[src/rtl/spi_pkg.sv]
// Shared types for the SPI slave core: FSM states, mode encoding and width default.
package spi_pkg;

  localparam int unsigned DATA_W_DEF = 8;

  typedef enum logic [1:0] {
    IDLE,
    LOAD,
    SHIFT,
    DONE
  } state_t;

  // Mode number as {cpol, cpha}.
  typedef enum logic [1:0] {
    MODE0 = 2'b00,
    MODE1 = 2'b01,
    MODE2 = 2'b10,
    MODE3 = 2'b11
  } spi_mode_t;

endpackage

[src/rtl/spi_slave_core_if.sv]
// Serial link between the SPI master and the slave core (frame select, clock, data both ways).
interface spi_slave_core_if;
  logic sel;
  logic sclk;
  logic mosi;
  logic miso;

  modport master (output sel, output sclk, output mosi, input miso);
  modport slave  (input sel, input sclk, input mosi, output miso);
endinterface

[src/rtl/spi_edge_sync.sv]
// Brings sclk/mosi/sel into the clk domain and keeps the previous sclk and sel levels for edge detection.
module spi_edge_sync #(
  parameter int unsigned SYNC_STAGES = 2
) (
  input  logic clk,
  input  logic rst_n,
  input  logic sclk,
  input  logic mosi,
  input  logic sel,
  input  logic prev_set,
  input  logic prev_val,
  output logic sclk_s,
  output logic mosi_s,
  output logic sel_s,
  output logic sclk_prev,
  output logic sel_rise
);

  logic sel_d;

  generate
    if (SYNC_STAGES == 0) begin : g_nosync
      assign sclk_s = sclk;
      assign mosi_s = mosi;
      assign sel_s  = sel;
    end else begin : g_sync
      logic [SYNC_STAGES-1:0] sclk_q, mosi_q, sel_q;

      always_ff @(posedge clk) begin
        if (!rst_n) begin
          sclk_q <= '0;
          mosi_q <= '0;
          sel_q  <= '0;
        end else begin
          sclk_q[0] <= sclk;
          mosi_q[0] <= mosi;
          sel_q[0]  <= sel;
          for (int unsigned i = 1; i < SYNC_STAGES; i++) begin
            sclk_q[i] <= sclk_q[i-1];
            mosi_q[i] <= mosi_q[i-1];
            sel_q[i]  <= sel_q[i-1];
          end
        end
      end

      assign sclk_s = sclk_q[SYNC_STAGES-1];
      assign mosi_s = mosi_q[SYNC_STAGES-1];
      assign sel_s  = sel_q[SYNC_STAGES-1];
    end
  endgenerate

  // prev_set forces the reference level to the idle polarity at frame start,
  // so an sclk already away from idle at select does not look like an edge.
  always_ff @(posedge clk) begin
    if (!rst_n) begin
      sclk_prev <= 1'b0;
      sel_d     <= 1'b0;
    end else begin
      sclk_prev <= prev_set ? prev_val : sclk_s;
      sel_d     <= sel_s;
    end
  end

  assign sel_rise = sel_s & ~sel_d;

endmodule

[src/rtl/spi_slave_core.sv]
// SPI slave endpoint: LSB-first shift in/out in all four CPOL/CPHA modes, oversampled in the clk domain.
module spi_slave_core
  import spi_pkg::*;
#(
  parameter int unsigned       DATA_W      = DATA_W_DEF,
  parameter int unsigned       SYNC_STAGES = 2,
  parameter logic [DATA_W-1:0] IDLE_TX     = {DATA_W{1'b1}}
) (
  input  logic              clk,
  input  logic              rst_n,
  input  logic              cpol,
  input  logic              cpha,
  spi_slave_core_if.slave   link,
  input  logic [DATA_W-1:0] tx_data,
  input  logic              tx_load,
  output logic [DATA_W-1:0] rx_data,
  output logic              rx_valid,
  output logic              busy,
  output logic              frame_err,
  output logic              tx_ovr
);

  localparam int unsigned      CNT_W = (DATA_W > 1) ? $clog2(DATA_W) : 1;
  localparam logic [CNT_W-1:0] LAST  = CNT_W'(DATA_W - 1);

  state_t            state, state_n;
  spi_mode_t         mode_l;
  logic              cpol_l, cpha_l;
  logic              sclk_s, mosi_s, sel_s, sclk_prev, sel_rise;
  logic              toggled, lead, trail, sample_ev, drive_ev;
  logic              start, do_reload, do_sample, do_drive, to_idle, rxv_n, ferr_n;
  logic [DATA_W-1:0] shift_tx, rx_sh, pend_reg, reload_word;
  logic [CNT_W-1:0]  bit_cnt;
  logic              pending, miso_r;

  spi_edge_sync #(.SYNC_STAGES(SYNC_STAGES)) u_sync (
    .clk       (clk),
    .rst_n     (rst_n),
    .sclk      (link.sclk),
    .mosi      (link.mosi),
    .sel       (link.sel),
    .prev_set  (start),
    .prev_val  (cpol),
    .sclk_s    (sclk_s),
    .mosi_s    (mosi_s),
    .sel_s     (sel_s),
    .sclk_prev (sclk_prev),
    .sel_rise  (sel_rise)
  );

  assign cpol_l      = (mode_l == MODE2) || (mode_l == MODE3);
  assign cpha_l      = (mode_l == MODE1) || (mode_l == MODE3);
  assign toggled     = (sclk_s != sclk_prev);
  assign lead        = toggled && (sclk_prev == cpol_l);
  assign trail       = toggled && (sclk_prev != cpol_l);
  assign sample_ev   = cpha_l ? trail : lead;
  assign drive_ev    = cpha_l ? lead : trail;
  assign reload_word = pending ? pend_reg : IDLE_TX;

  always_ff @(posedge clk) begin
    if (!rst_n) state <= IDLE;
    else        state <= state_n;
  end

  always_comb begin
    state_n   = state;
    start     = 1'b0;
    do_reload = 1'b0;
    do_sample = 1'b0;
    do_drive  = 1'b0;
    to_idle   = 1'b0;
    rxv_n     = 1'b0;
    ferr_n    = 1'b0;
    case (state)
      IDLE: if (sel_rise) begin
        start   = 1'b1;
        state_n = LOAD;
      end
      LOAD: begin
        do_reload = 1'b1;
        state_n   = SHIFT;
      end
      SHIFT: begin
        // Deselect is checked first so it beats a coincident final sample.
        if (!sel_s) begin
          ferr_n  = (bit_cnt != '0);
          to_idle = 1'b1;
          state_n = IDLE;
        end else if (sample_ev) begin
          do_sample = 1'b1;
          if (bit_cnt == LAST) state_n = DONE;
        end else if (drive_ev) begin
          do_drive = 1'b1;
        end
      end
      DONE: begin
        do_reload = 1'b1;
        rxv_n     = 1'b1;
        if (sel_s) state_n = SHIFT;
        else begin
          to_idle = 1'b1;
          state_n = IDLE;
        end
      end
      default: state_n = IDLE;
    endcase
  end

  always_ff @(posedge clk) begin
    if (!rst_n) begin
      mode_l    <= MODE0;
      shift_tx  <= '0;
      rx_sh     <= '0;
      rx_data   <= '0;
      bit_cnt   <= '0;
      miso_r    <= 1'b0;
      rx_valid  <= 1'b0;
      frame_err <= 1'b0;
      pend_reg  <= '0;
      pending   <= 1'b0;
      tx_ovr    <= 1'b0;
    end else begin
      rx_valid  <= rxv_n;
      frame_err <= ferr_n;
      if (start) mode_l <= spi_mode_t'({cpol, cpha});
      if (do_reload) begin
        shift_tx <= reload_word;
        bit_cnt  <= '0;
        if (!cpha_l && (state_n == SHIFT)) miso_r <= reload_word[0];
      end
      if (do_sample) begin
        rx_sh[bit_cnt] <= mosi_s;
        bit_cnt        <= bit_cnt + 1'b1;
      end
      if (do_drive) miso_r <= shift_tx[bit_cnt];
      if (state == DONE) rx_data <= rx_sh;
      if (to_idle) begin
        miso_r  <= 1'b0;
        bit_cnt <= '0;
      end
      // A load coinciding with a consume refills the register rather than overrunning it.
      if (tx_load) begin
        pend_reg <= tx_data;
        pending  <= 1'b1;
        if (pending && !do_reload) tx_ovr <= 1'b1;
      end else if (do_reload) begin
        pending <= 1'b0;
      end
    end
  end

  assign link.miso = miso_r;
  assign busy      = (state != IDLE);

endmodule
[src/flat_wrapper.sv]
// flat-port wrapper written by rule: the top's interface ports become plain ports
module spi_slave_core_flat import spi_pkg::*;
#(
  parameter int unsigned       DATA_W      = DATA_W_DEF,
  parameter int unsigned       SYNC_STAGES = 2,
  parameter logic [DATA_W-1:0] IDLE_TX     = {DATA_W{1'b1}}
)
  (clk, rst_n, cpol, cpha, tx_data, tx_load, rx_data, rx_valid, busy, frame_err, tx_ovr, link_sel, link_sclk, link_mosi, link_miso);
  spi_slave_core_if link_i ();
  input  logic clk;
  input  logic rst_n;
  input  logic cpol;
  input  logic cpha;
  input  logic [DATA_W-1:0] tx_data;
  input  logic tx_load;
  output logic [DATA_W-1:0] rx_data;
  output logic rx_valid;
  output logic busy;
  output logic frame_err;
  output logic tx_ovr;
  input wire logic [$bits(link_i.sel)-1:0] link_sel;
  input wire logic [$bits(link_i.sclk)-1:0] link_sclk;
  input wire logic [$bits(link_i.mosi)-1:0] link_mosi;
  output wire logic [$bits(link_i.miso)-1:0] link_miso;
  assign link_i.sel = link_sel;
  assign link_i.sclk = link_sclk;
  assign link_i.mosi = link_mosi;
  assign link_miso = link_i.miso;
  spi_slave_core #(.DATA_W(DATA_W), .SYNC_STAGES(SYNC_STAGES), .IDLE_TX(IDLE_TX)) u_core (.clk(clk), .rst_n(rst_n), .cpol(cpol), .cpha(cpha), .link(link_i), .tx_data(tx_data), .tx_load(tx_load), .rx_data(rx_data), .rx_valid(rx_valid), .busy(busy), .frame_err(frame_err), .tx_ovr(tx_ovr));
endmodule
[config.mk]
export PLATFORM = sky130hd
export DESIGN_NAME = spi_slave_core_flat
export DESIGN_NICKNAME = d
export VERILOG_FILES = /design/src/rtl/spi_pkg.sv /design/src/rtl/spi_slave_core_if.sv /design/src/rtl/spi_edge_sync.sv /design/src/rtl/spi_slave_core.sv /design/src/flat_wrapper.sv
export SDC_FILE = /design/constraint.sdc
export NUM_CORES = 1
export LEC_CHECK = 0
export ABC_AREA = 0
export BUFFER_PORTS_ARGS = -buffer_cell sky130_fd_sc_hd__buf_2
export CAP_MARGIN = 20
export CORE_UTILIZATION = 50
export DETAILED_ROUTE_END_ITERATION = 10
export PLACE_DENSITY = 0.74
export SLEW_MARGIN = 15
export SYNTH_ARGS = -nofsm -noshare
export SYNTH_HDL_FRONTEND = slang
export SYNTH_HIERARCHICAL = 1
export SYNTH_SLANG_ARGS = --single-unit
[constraint.sdc]
create_clock -name clk -period 1.42 [get_ports clk]
set_input_delay 0.142 -clock clk [delete_from_list [all_inputs] [get_ports clk]]
set_output_delay 0.142 -clock clk [all_outputs]
set_load 0.05 [all_outputs]
# Yosys cells after proc, flatten, opt, wreduce, memory -nomap -nowiden
# Cells that the tools add are included.
dict set report word_totals {
  output_inout_bits 13
  wordCells 92
  inputBits 16
  register_bits 52
}
dict set report classes {
  bitwise 4
  reduce_logical 22
  magnitude_cmp 2
  n_mux 35
  eq_ne 11
  n_addsub 1
}
# op count
set op_table {}
lappend op_table {{$mux W1} 23}
lappend op_table {{$eq A2 B2 Y1 const B} 5}
lappend op_table {{$mux W2} 5}
lappend op_table {{$reduce_bool A2 Y1} 5}
lappend op_table {{$bwmux W8} 1}
lappend op_table {{$mux W8} 1}
lappend op_table {{$pmux W2 S4} 1}
lappend op_table {{$mux W3} 2}
lappend op_table {{$reduce_or A2 Y1} 3}
lappend op_table {{$logic_and A1 B1 Y1} 5}
lappend op_table {{$eq A2 B1 Y1 const B} 2}
lappend op_table {{$lt A3 B4 Y1 const B} 1}
lappend op_table {{$reduce_and A2 Y1} 2}
lappend op_table {{$add A3 B1 Y3 const B} 1}
lappend op_table {{$bmux W1 S3} 1}
lappend op_table {{$demux W1 S3} 1}
lappend op_table {{$eq A3 B3 Y1 const B} 1}
lappend op_table {{$ge A3 B1 Y1 const B} 1}
lappend op_table {{$not A1 Y1} 3}
lappend op_table {{$reduce_bool A3 Y1} 1}
lappend op_table {{$reduce_or A3 Y1} 1}
lappend op_table {{$logic_not A1 Y1} 2}
lappend op_table {{$logic_not A2 Y1} 1}
lappend op_table {{$logic_or A1 B1 Y1} 2}
lappend op_table {{3 further kinds} 4}

# Logic depth before layout (Yosys ltp)
# Gate-level depths: netlist of run 1.
dict set report depth {
  depth_word 13
  depth_mapped 5
  ltp_nobuf 5
}

# Hierarchy
# Netlist of run 1, hierarchy kept.
# mod n_inst cells_per_inst area_each_um2 seq_area_each_um2
set modules_own_cells {}
lappend modules_own_cells {spi_slave_core 1 209 1898.1 880.8}
lappend modules_own_cells {spi_edge_sync 1 18 226.5 160.2}

# Worst setup path before layout of run 1
# Ideal clock, no wire load.
dict set report synth_path {
  path_kind {reg2reg}
  startpoint {register u_core.state[1]}
  endpoint {register u_core.mode_l[1]}
  required_time_ns 1.292
  path_slack_ns -0.197
  stages_incl_launch_ff 6
  synth_period_minus_slack_ns 1.617
  setup_time_ns 0.128
  arrival_time_ns 1.489
  n_path_buf 1
  path_cell_list {dfxtp_1 -> buf_2 -> or2_2 -> nor2_1 -> mux2i_1 -> nor2_1}
}
dict set report synth_via {
  elab_chain_len 2
}
# item line
set synth_rtl {}
lappend synth_rtl {{from (decl)} spi_slave_core.sv:26} ;# state_t state, state_n;
lappend synth_rtl {{from (signal assigned)} spi_slave_core.sv:62} ;# else state <= state_n;
lappend synth_rtl {{$logic_not A2 Y1} spi_slave_core.sv:74} ;# case (state)
lappend synth_rtl {{$mux W1} spi_slave_core.sv:74}
lappend synth_rtl {{named net u_core.start} spi_slave_core.sv:31} ;# logic start, do_reload, do_sample, do_drive, to_idle, rxv_n, ferr_n;
lappend synth_rtl {{to (signal assigned)} spi_slave_core.sv:125} ;# if (start) mode_l <= spi_mode_t'({cpol, cpha});
lappend synth_rtl {{to (decl)} spi_slave_core.sv:27} ;# spi_mode_t mode_l;
# The timed path passes the listed nets, and every way through them passes these cells.
# A chain may end at the register's enable or synchronous reset.

# Worst setup path after layout of run 1
dict set report layout_path {
  startpoint {register u_core.mode_l[0]}
  endpoint {register u_core.rx_sh[7]}
}
dict set report layout_via {
  elab_chain_len 8
  elab_cells_between_ends 13
  classes_between {eq/ne (5); mux (4); reduce/logical (4)}
}
# item line
set layout_rtl {}
lappend layout_rtl {{$eq A2 B2 Y1 (on tied branches)} {spi_slave_core.sv:51, spi_slave_core.sv:52}}
lappend layout_rtl {{$logic_or A1 B1 Y1} spi_slave_core.sv:51} ;# assign cpol_l = (mode_l == MODE2) || (mode_l == MODE3);
lappend layout_rtl {{$eq A1 B1 Y1 or $ne A1 B1 Y1 (tied branches)} {spi_slave_core.sv:54, spi_slave_core.sv:55}}
lappend layout_rtl {{$logic_and A1 B1 Y1 (on tied branches)} {spi_slave_core.sv:54, spi_slave_core.sv:55}}
lappend layout_rtl {{$mux W1 *} spi_slave_core.sv:56} ;# assign sample_ev = cpha_l ? trail : lead;
lappend layout_rtl {{$mux W1 *} spi_slave_core.sv:89} ;# end else if (sample_ev) begin
lappend layout_rtl {{$mux W1 *} spi_slave_core.sv:85} ;# if (!sel_s) begin
lappend layout_rtl {{$mux W1 *} spi_slave_core.sv:74}
lappend layout_rtl {{to (signal, indexed assignment)} spi_slave_core.sv:132} ;# rx_sh[bit_cnt] <= mosi_s;
lappend layout_rtl {{to (decl)} spi_slave_core.sv:32} ;# logic [DATA_W-1:0] shift_tx, rx_sh, pend_reg, reload_word;
# Mark *: on every way between the ends. The rest lies on a longest branch, timed or not.

==> results of run 1 <==
per-stage QoR:
stage | util | total power, mW
after floorplan | - | 1.684
after global placement | 0.6028 | 1.749
after detailed placement | 0.6028 | 1.755
after CTS | 0.6292 | 2.504
after global routing | 0.6481 | 2.587
final | 0.6481 | 2.482
cell type report:
cell class	count	area (um2)	area share
tap	50	62.56	0.02396
clock buffer	5	68.82	0.02635
multi-input combinational	149	1071	0.4102
inverter	12	45.04	0.01725
sequential	52	1045	0.4001
timing repair buffer	50	319.1	0.1222
power by group through the flow:
stage	Sequential, mW	Clock (mW)	Combinational (mW)
2_1_floorplan	1.56	0	0.126
3_3_place_gp	1.55	0	0.196
3_5_place_dp	1.55	0	0.200
4_1_cts	1.52	0.773	0.212
5_1_grt	1.53	0.821	0.241
6_report	1.52	0.742	0.220
repair_timing:
action | in CTS | in global routing
gates resized for setup | 9 | 17
setup buffers | 0 | 1
pin swaps | 2 | 3
gates cloned | 1 | 0
endpoints found under the setup margin | 11 | 14
placed cells by master (no fill, tap or decap), types with 2 or more instances in the layout:
cell type / instances
sky130_fd_sc_hd__a211o_1: 3
sky130_fd_sc_hd__a21oi_1: 14
sky130_fd_sc_hd__a21oi_2: 6
sky130_fd_sc_hd__a31oi_1: 8
sky130_fd_sc_hd__and2_1: 7
sky130_fd_sc_hd__and3_1: 2
sky130_fd_sc_hd__buf_2: 27
sky130_fd_sc_hd__buf_4: 20
sky130_fd_sc_hd__buf_6: 3
sky130_fd_sc_hd__clkbuf_8: 5
sky130_fd_sc_hd__dfxtp_1: 49
sky130_fd_sc_hd__dfxtp_2: 3
sky130_fd_sc_hd__ha_1: 3
sky130_fd_sc_hd__inv_1: 12
sky130_fd_sc_hd__mux2i_1: 12
sky130_fd_sc_hd__mux4_2: 2
sky130_fd_sc_hd__nand2_1: 11
sky130_fd_sc_hd__nand2b_1: 5
sky130_fd_sc_hd__nand3_1: 12
sky130_fd_sc_hd__nand3_2: 4
sky130_fd_sc_hd__nand4_1: 2
sky130_fd_sc_hd__nor2_1: 19
sky130_fd_sc_hd__nor2b_1: 4
sky130_fd_sc_hd__nor3_1: 3
sky130_fd_sc_hd__o21ai_0: 9
sky130_fd_sc_hd__o41ai_1: 2
sky130_fd_sc_hd__o41ai_2: 3
sky130_fd_sc_hd__or3b_1: 2
routing by layer:
metal	up-vias	share of wire	GRT usage
li1	876	-	-
met1	776	0.46	0.2458
met2	30	0.50	0.3313
met3	7	0.031	0.05574
met4	0	0.013	0.06383
met5	-	0	0
worst max-delay path: cells and delay by family (launching register included):
family	cells	cell delay [ps]
simple gates	1	400
mux	1	380
flops	1	340
compound gates	1	110
xor+xnor	1	190
worst paths after layout:
kind / start / to / slack (ps) / cells past startpoint
max reg2reg: u_core/mode_l[0]$_SDFFE_PN0P_ / u_core/rx_sh[7]$_SDFFE_PN0P_ / -60 / 4
min: link_sclk / u_core/u_sync/g_sync.sclk_q[0]$_SDFF_PN0_ / 40 / 2
max: u_core/mode_l[0]$_SDFFE_PN0P_ / u_core/rx_sh[7]$_SDFFE_PN0P_ / -60 / 4
min reg2reg: u_core/u_sync/g_sync.sel_q[0]$_SDFF_PN0_ / u_core/u_sync/g_sync.sel_q[1]$_SDFF_PN0_ / 430 / 1
logic make-up after synthesis:
logic type / Yosys count / synth area share
DFF: 52 / 0.4900
and+or+nand+nor: 78 / 0.1955
buffers and inverters: 26 / 0.04947
adders and majority gates: 3 / 0.01767
muxes: 17 / 0.09422
AOI/OAI and AO/OA: 50 / 0.1455
xor gates and xnor gates: 1 / 0.007658
==> results.cfg, run 1 <==
[layout]
fill_cells = 352
final_nets = 289
area_growth_from_synthesis_to_final_layout_pct = 22.91
insertedDiodeCount = 0
postLayoutCellArea_mm2 = 0.002611
layout-drive-gt1-share = 0.3060
layout.cells.non_filler = 318

[synthesis]
syn-mean-instance-area_um2 = 9.359
yosysWarnings = 6
netlist.area_leader.share = 0.4900
synth_cell_type_count = 37
synth-seq-area-share = 0.4900
netlist_top_cells_area = sky130_fd_sc_hd__dfxtp_1 49%, sky130_fd_sc_hd__mux2i_1 6.6%, sky130_fd_sc_hd__a21oi_1 4.7%, sky130_fd_sc_hd__nand3_1 3.8%, sky130_fd_sc_hd__nor2_1 3.5%
ys_dominant_reg_cell = sky130_fd_sc_hd__dfxtp_1
synthDominantAreaCellType = sky130_fd_sc_hd__dfxtp_1
yosys_register_bits = 52
mappedNetlistNets = 246
synth_commonest_cells = 52 x sky130_fd_sc_hd__dfxtp_1, 20 x sky130_fd_sc_hd__a21oi_1, 20 x sky130_fd_sc_hd__nor2_1
synth_most_common_cell = sky130_fd_sc_hd__dfxtp_1
synthesis.area_mm2 = 0.002125
synth_enable_flop_cells = 0
asyncSetResetFlopFracSynth = 0
synth_cells = 227

[place]
sum_of_net_half_perimeters_after_detailed_placement_mm = 2.735
postPlaceCellArea_mm2 = 0.002429
place.detailed.instances = 311
worst_case_setup_slack_after_placement_ps = -29.56
io_buffer_count = 28
routabilityCongestion = 0.7664

[power]
p_clk_frac = 0.299
switchingPower_uw = 566.8
seq_power_share = 0.612
power_report.internal_total_mw = 1.915
irDropWorstVdd_mv = 0.5972
p_per_area_mw_per_mm2 = 950.4
switching_share = 0.2284
pwr-share-comb = 0.089
power.static_leakage_nw = 1.041

[routing]
postRouteAntennaNets = 0
drt_drc_violations_left = 0
postRouteWirelength_mm = 4.052
vias = 1689
wl_per_cell_um = 12.74
detail_route.iter0.violations = 111
vias_per_cell = 5.311
detail_route.first_pass.iterations = 5

[global_routing]
first_global_vias = 1501
groute.usage.overall = 0.1986
grt.overflow.total = 0
first_pass_grt_wire_length_mm = 6.803
number_of_antenna_violations_at_the_first_check_in_global_routing = 0
grt_start_max_net_pins = 20

[sta]
setup_repair_after_global_routing_missed_its_margin = true
smallest_setup_slack_after_layout_ps = -56.86
achievable_freq_mhz = 677.1
finalWorstPathRequiredPeriod_ps = 1477
slew-limit-headroom = 0.6895
final-max-slew-violation-count = 0
report.final.hold_viol_count = 0
worst_slew_pin_slew_ps = 464.6
finalSetupTns_ps = -248.7
finClkSkew_ps = 6.079
final.period_utilization = 1.040
setup_viol_count_final = 8
whs_ps = 42.93

[status]
run_status = finished with violations
failed_checks = setup timing

[min_path]
min_path_type = input pin to register

[cts]
postCtsHoldBufs = 0
level_count_of_the_clock_h_tree = 2
cts_buffer_depth = 2
tritoncts = done
cts_made_buffers = 5
clock_latency_ps = 300
cts_root_buf = sky130_fd_sc_hd__clkbuf_8
clock-sinks = 52
clkSlewWorstSetupHoldPaths_ps = 80

[setup_path]
setup.worst_path.end_class = register
crit_path_max_incr_delay_ps = 400
cp_max_fo = 9
worst_ep_required_time_ps = 1660
cp-start-kind = register
worst_path_max_delay_cell = sky130_fd_sc_hd__or3b_1
critical_path_class = register to register
worstPathCellList = xnor2_2, mux2_4, or3b_1, a21oi_2
critPathArrivalTime_ps = 1720

[floorplanning]
die_height_um = 67.19
design.core.area_mm2 = 0.004029
number_of_cell_rows = 23
die_area_mm2 = 0.004514
ios = 29
die-width_um = 67.19
floorplan.initialDensity = 0.5273

[run]
maxCapViolCount = 0
Power figures use the tool's default switching activity.
==> run 2: changes to the inputs <==
Settings changed: CORE_ASPECT_RATIO from default to 0.7.
==> results.cfg, run 2 (synthesis gave the netlist of run 1 again) <==
[status]
run_status = finished with violations
failed_checks = setup timing

[sta]
worst_slew_pin_slew_ps = 349.7
setup_repair_after_global_routing_missed_its_margin = true
final.period_utilization = 1.090
slew-limit-headroom = 0.7638
final-max-slew-violation-count = 0
achievable_freq_mhz = 646.3
finalSetupTns_ps = -543.4
report.final.hold_viol_count = 0
smallest_setup_slack_after_layout_ps = -127.2
finClkSkew_ps = 4.118
finalWorstPathRequiredPeriod_ps = 1547
setup_viol_count_final = 10

[setup_path]
worst_ep_required_time_ps = 1610
critPathArrivalTime_ps = 1730
setup.worst_path.end_class = register
cp-start-kind = register
cp_max_fo = 8
critical_path_class = register to register

[cts]
clock_latency_ps = 300
postCtsHoldBufs = 0
cts_root_buf = sky130_fd_sc_hd__clkbuf_8
clock-sinks = 52
level_count_of_the_clock_h_tree = 2
cts_made_buffers = 5
cts_buffer_depth = 2
tritoncts = done
clkSlewWorstSetupHoldPaths_ps = 90

[layout]
layout-drive-gt1-share = 0.2910
layout.cells.most_common = sky130_fd_sc_hd__dfxtp_1
insertedDiodeCount = 0
final_nets = 287
area_growth_from_synthesis_to_final_layout_pct = 24.15
final_cell_mix = 47 x sky130_fd_sc_hd__dfxtp_1, 28 x sky130_fd_sc_hd__buf_2, 19 x sky130_fd_sc_hd__nor2_1, 19 x sky130_fd_sc_hd__a21oi_1, 18 x sky130_fd_sc_hd__buf_4
fill_cells = 352

[routing]
vias_per_cell = 5.356
vias = 1714
drt_drc_violations_left = 0
postRouteAntennaNets = 0
detail_route.first_pass.iterations = 4
wl_per_cell_um = 13.62
postRouteWirelength_mm = 4.359
detail_route.iter0.violations = 131

[floorplanning]
die-width_um = 79.91
die_height_um = 56.54
die_area_mm2 = 0.004518
floorplan.initialDensity = 0.5320
ios = 29
number_of_cell_rows = 19
design.core.area_mm2 = 0.003994

[power]
switching_share = 0.2109
power.static_leakage_nw = 1.064
seq_power_share = 0.524
p_per_area_mw_per_mm2 = 1099
power_report.internal_total_mw = 2.288
switchingPower_uw = 611.2
irDropWorstVdd_mv = 0.5503
p_clk_frac = 0.400
pwr-share-comb = 0.076

[global_routing]
groute.usage.overall = 0.2102
first_pass_grt_wire_length_mm = 7.258
grt_start_max_net_pins = 33
number_of_antenna_violations_at_the_first_check_in_global_routing = 0
grt.overflow.total = 0
first_global_vias = 1629

[run]
maxCapViolCount = 0

[place]
worst_case_setup_slack_after_placement_ps = -60.11
io_buffer_count = 28
routabilityCongestion = 0.7699
sum_of_net_half_perimeters_after_detailed_placement_mm = 2.824

[min_path]
min_path_type = input pin to register
[run 2: final cells by class]
cell class              count  area, um2  share of cell area
multi-input cells         149       1054              0.3994
flip-flops and latches     52       1047              0.3971
repair buffers             48      297.8              0.1129
clock buffers               5      68.82             0.02609
well taps                  52      65.06             0.02467
clock inverters             2      60.06             0.02277
inverters                  12      45.04             0.01708
[run 2: stage by stage]
| stage | util | instances | hold slack [ps] | power (mW) | area (um2) |
|---|---|---|---|---|---|
| after CTS | 0.6454 | 319 | 31.40 | 2.910 | 2577 |
| after floorplan | - | 227 | 263.7 | 1.684 | 2136 |
| after global routing | 0.6604 | 320 | 41.09 | 3.019 | 2638 |
| after detailed placement | 0.6031 | 310 | 350.5 | 1.752 | 2409 |
| after global placement | 0.6031 | 310 | 344.5 | 1.747 | 2409 |
| final | 0.6604 | 320 | 38.20 | 2.899 | 2638 |
[run 2: power groups by stage]
stage	logic, mW	registers [mW]	clock network, mW
detailed placement	0.198	1.55	0
CTS	0.212	1.52	1.18
global placement	0.195	1.55	0
finish	0.220	1.52	1.16
floorplan	0.126	1.56	0
global route	0.240	1.53	1.25
[run 2: timing repair]
action | CTS | global route
setup buffers | 1 | 1
endpoints found under the setup margin | 11 | 13
pin swaps | 11 | 4
resized for setup | 10 | 10
cloned | 1 | 0
[run 2: worst max-delay path, stage by stage, from the launching register on]
cell and delay [ps]:
sky130_fd_sc_hd__dfxtp_2 350, sky130_fd_sc_hd__xnor2_2 200, sky130_fd_sc_hd__mux2_4 380, sky130_fd_sc_hd__o41ai_1 390, sky130_fd_sc_hd__a21oi_1 110
[run 2: worst paths after layout]
kind,to,start,slack (ps),cells past startpoint
setup reg to reg,u_core/rx_sh[1]$_SDFFE_PN0P_,u_core/mode_l[0]$_SDFFE_PN0P_,-130,4
hold reg to reg,u_core/u_sync/g_sync.mosi_q[1]$_SDFF_PN0_,u_core/u_sync/g_sync.mosi_q[0]$_SDFF_PN0_,440,1
hold / removal,u_core/u_sync/g_sync.sel_q[0]$_SDFF_PN0_,link_sel,40,2
setup / recovery,u_core/rx_sh[1]$_SDFFE_PN0P_,u_core/mode_l[0]$_SDFFE_PN0P_,-130,4
[run 2: layer usage]
metal / share of wire / wire [um] / GRT usage
met1: 0.49 / 2138 / 0.2840
met2: 0.46 / 1987 / 0.3260
met3: 0.041 / 180 / 0.05041
met4: 0.012 / 53 / 0.07653
met5: 0 / 0 / 0
==> run 3: changes to the inputs <==
Settings changed: GPL_TIMING_DRIVEN from default to 0.
==> results.cfg, run 3 (synthesis gave the netlist of run 1 again) <==
[sta]
final-max-slew-violation-count = 0
slew-limit-headroom = 0.5906
finClkSkew_ps = 11.29
worst_slew_pin_slew_ps = 614.0
whs_ps = 34.77
report.final.hold_viol_count = 0
finalWorstPathRequiredPeriod_ps = 1551
finalSetupTns_ps = -1136
setup_repair_after_global_routing_missed_its_margin = true
smallest_setup_slack_after_layout_ps = -131.5
setup_viol_count_final = 13
achievable_freq_mhz = 644.6
final.period_utilization = 1.093

[setup_path]
worst_reg2reg_startpoint = u_core/mode_l[1]$_SDFFE_PN0P_
critPathArrivalTime_ps = 1730
regToRegEndpoint = u_core/rx_sh[1]$_SDFFE_PN0P_
setup.worst_path.end = u_core/rx_sh[1]$_SDFFE_PN0P_
setup.worst_path.end_class = register
cp-start-kind = register
rrSetupSlack_ps = -130
critical_path_class = register to register
worst_ep_required_time_ps = 1600
cp_max_fo = 5
ff2ff_path_depth = 4
critical_path.startpoint = u_core/mode_l[1]$_SDFFE_PN0P_

[layout]
layout.cells.non_filler = 331
area_growth_from_synthesis_to_final_layout_pct = 29.27
insertedDiodeCount = 0
final_nets = 297
layout-drive-gt1-share = 0.3297
postLayoutCellArea_mm2 = 0.002746
final_core_utilization = 0.6877
layout.cells.most_common = sky130_fd_sc_hd__dfxtp_1
final_cell_mix = 43 x sky130_fd_sc_hd__dfxtp_1, 27 x sky130_fd_sc_hd__buf_2, 19 x sky130_fd_sc_hd__nor2_1

[floorplanning]
die-width_um = 79.91
number_of_cell_rows = 19
floorplan.initialDensity = 0.5320
design.core.area_mm2 = 0.003994
die_area_mm2 = 0.004518
die_height_um = 56.54
ios = 29

[power]
p_per_area_mw_per_mm2 = 965.1
overall_power_after_layout_mw = 2.650
power.static_leakage_nw = 1.097
irDropWorstVdd_mv = 0.7082

[routing]
drt_drc_violations_left = 0
wl_per_cell_um = 15.00
detail_route.iter0.violations = 170
postRouteAntennaNets = 0
vias_per_cell = 5.432
vias = 1798
postRouteWirelength_mm = 4.966
detail_route.first_pass.iterations = 4

[place]
io_buffer_count = 27
place.detailed.instances = 306
postPlaceCellArea_mm2 = 0.002336
worst_case_setup_slack_after_placement_ps = -282.2
routabilityCongestion = 0.8280
sum_of_net_half_perimeters_after_detailed_placement_mm = 3.057

[global_routing]
number_of_antenna_violations_at_the_first_check_in_global_routing = 0
grt_start_max_net_pins = 17
grt.overflow.total = 0
first_global_vias = 1667
groute.usage.overall = 0.2351
first_pass_grt_wire_length_mm = 7.879

[cts]
clock_latency_ps = 320
cts_buffer_depth = 2
cts_root_buf = sky130_fd_sc_hd__clkbuf_8
postCtsHoldBufs = 0
clock-sinks = 52
clkSlewWorstSetupHoldPaths_ps = 90
level_count_of_the_clock_h_tree = 2
tritoncts = done
cts_made_buffers = 5

[status]
failed_checks = setup timing
run_status = finished with violations

[min_path]
min_path_type = input pin to register

[run]
maxCapViolCount = 0
==> run 3: cell types whose count changed in the layout (fill, tap and decap cells not counted), sizes merged <==
| cell | delta |
|---|---|
| clkbuf | +10 |
| bufinv | -2 |
| clkinv | +1 |
| clkinvlp | +1 |
| mux2 | +1 |
==> run 3: final cells by class <==
class | instances | area, um2
clock buffers | 6 | 82.58
fillers | 332 | 1247
multi-input cells | 150 | 1107
repair buffers | 44 | 280.3
flip-flops and latches | 52 | 1060
well taps | 52 | 65.06
inverters | 12 | 48.80
clock inverters | 2 | 13.76
plain buffers | 13 | 88.84
==> run 3: worst min path at each step <==
| stage | cells past startpoint | from | to | slack (ps) |
|---|---|---|---|---|
| finish | 2 | link_sel | u_core/u_sync/g_sync.sel_q[0]$_SDFF_PN0_ | 30 |
| global route | 2 | link_mosi | u_core/u_sync/g_sync.mosi_q[0]$_SDFF_PN0_ | 40 |
| CTS | 2 | link_sel | u_core/u_sync/g_sync.sel_q[0]$_SDFF_PN0_ | 30 |
| detailed placement | 2 | link_sel | u_core/u_sync/g_sync.sel_q[0]$_SDFF_PN0_ | 350 |
| global placement | 2 | link_sclk | u_core/u_sync/g_sync.sclk_q[0]$_SDFF_PN0_ | 340 |
| floorplan | 1 | rst_n | u_core/u_sync/g_sync.mosi_q[0]$_SDFF_PN0_ | 260 |
==> run 3: worst max-delay path: stages, from the launching register on <==
cell	delay, ps
sky130_fd_sc_hd__dfxtp_4	370
sky130_fd_sc_hd__xnor2_4	240
sky130_fd_sc_hd__mux2_4	370
sky130_fd_sc_hd__o41ai_1	320
sky130_fd_sc_hd__a21oi_1	110
==> run 3: power breakdown <==
part | switching (mW) | internal, mW | leakage, nW | total, mW
Clock | 0.488 | 0.399 | 0.0516 | 0.887
Combinational | 0.130 | 0.108 | 0.617 | 0.238
Sequential | 0.0306 | 1.49 | 0.428 | 1.52
Total | 0.649 | 2.00 | 1.10 | 2.65
==> run 3: repair_timing <==
item,in CTS,in global routing
gates cloned,2,0
buffers inserted,6,10
endpoints found under the setup margin,31,25
gates resized for setup,35,14
pin swaps,8,7
==> run 3: metal layers <==
metal  global-route usage  wire length (um)  vias up
li1                     -                 -      904
met1               0.3080              2263      835
met2               0.3785              2351       51
met3              0.06992               305        8
met4              0.06122                45        0
met5                    0                 0        -
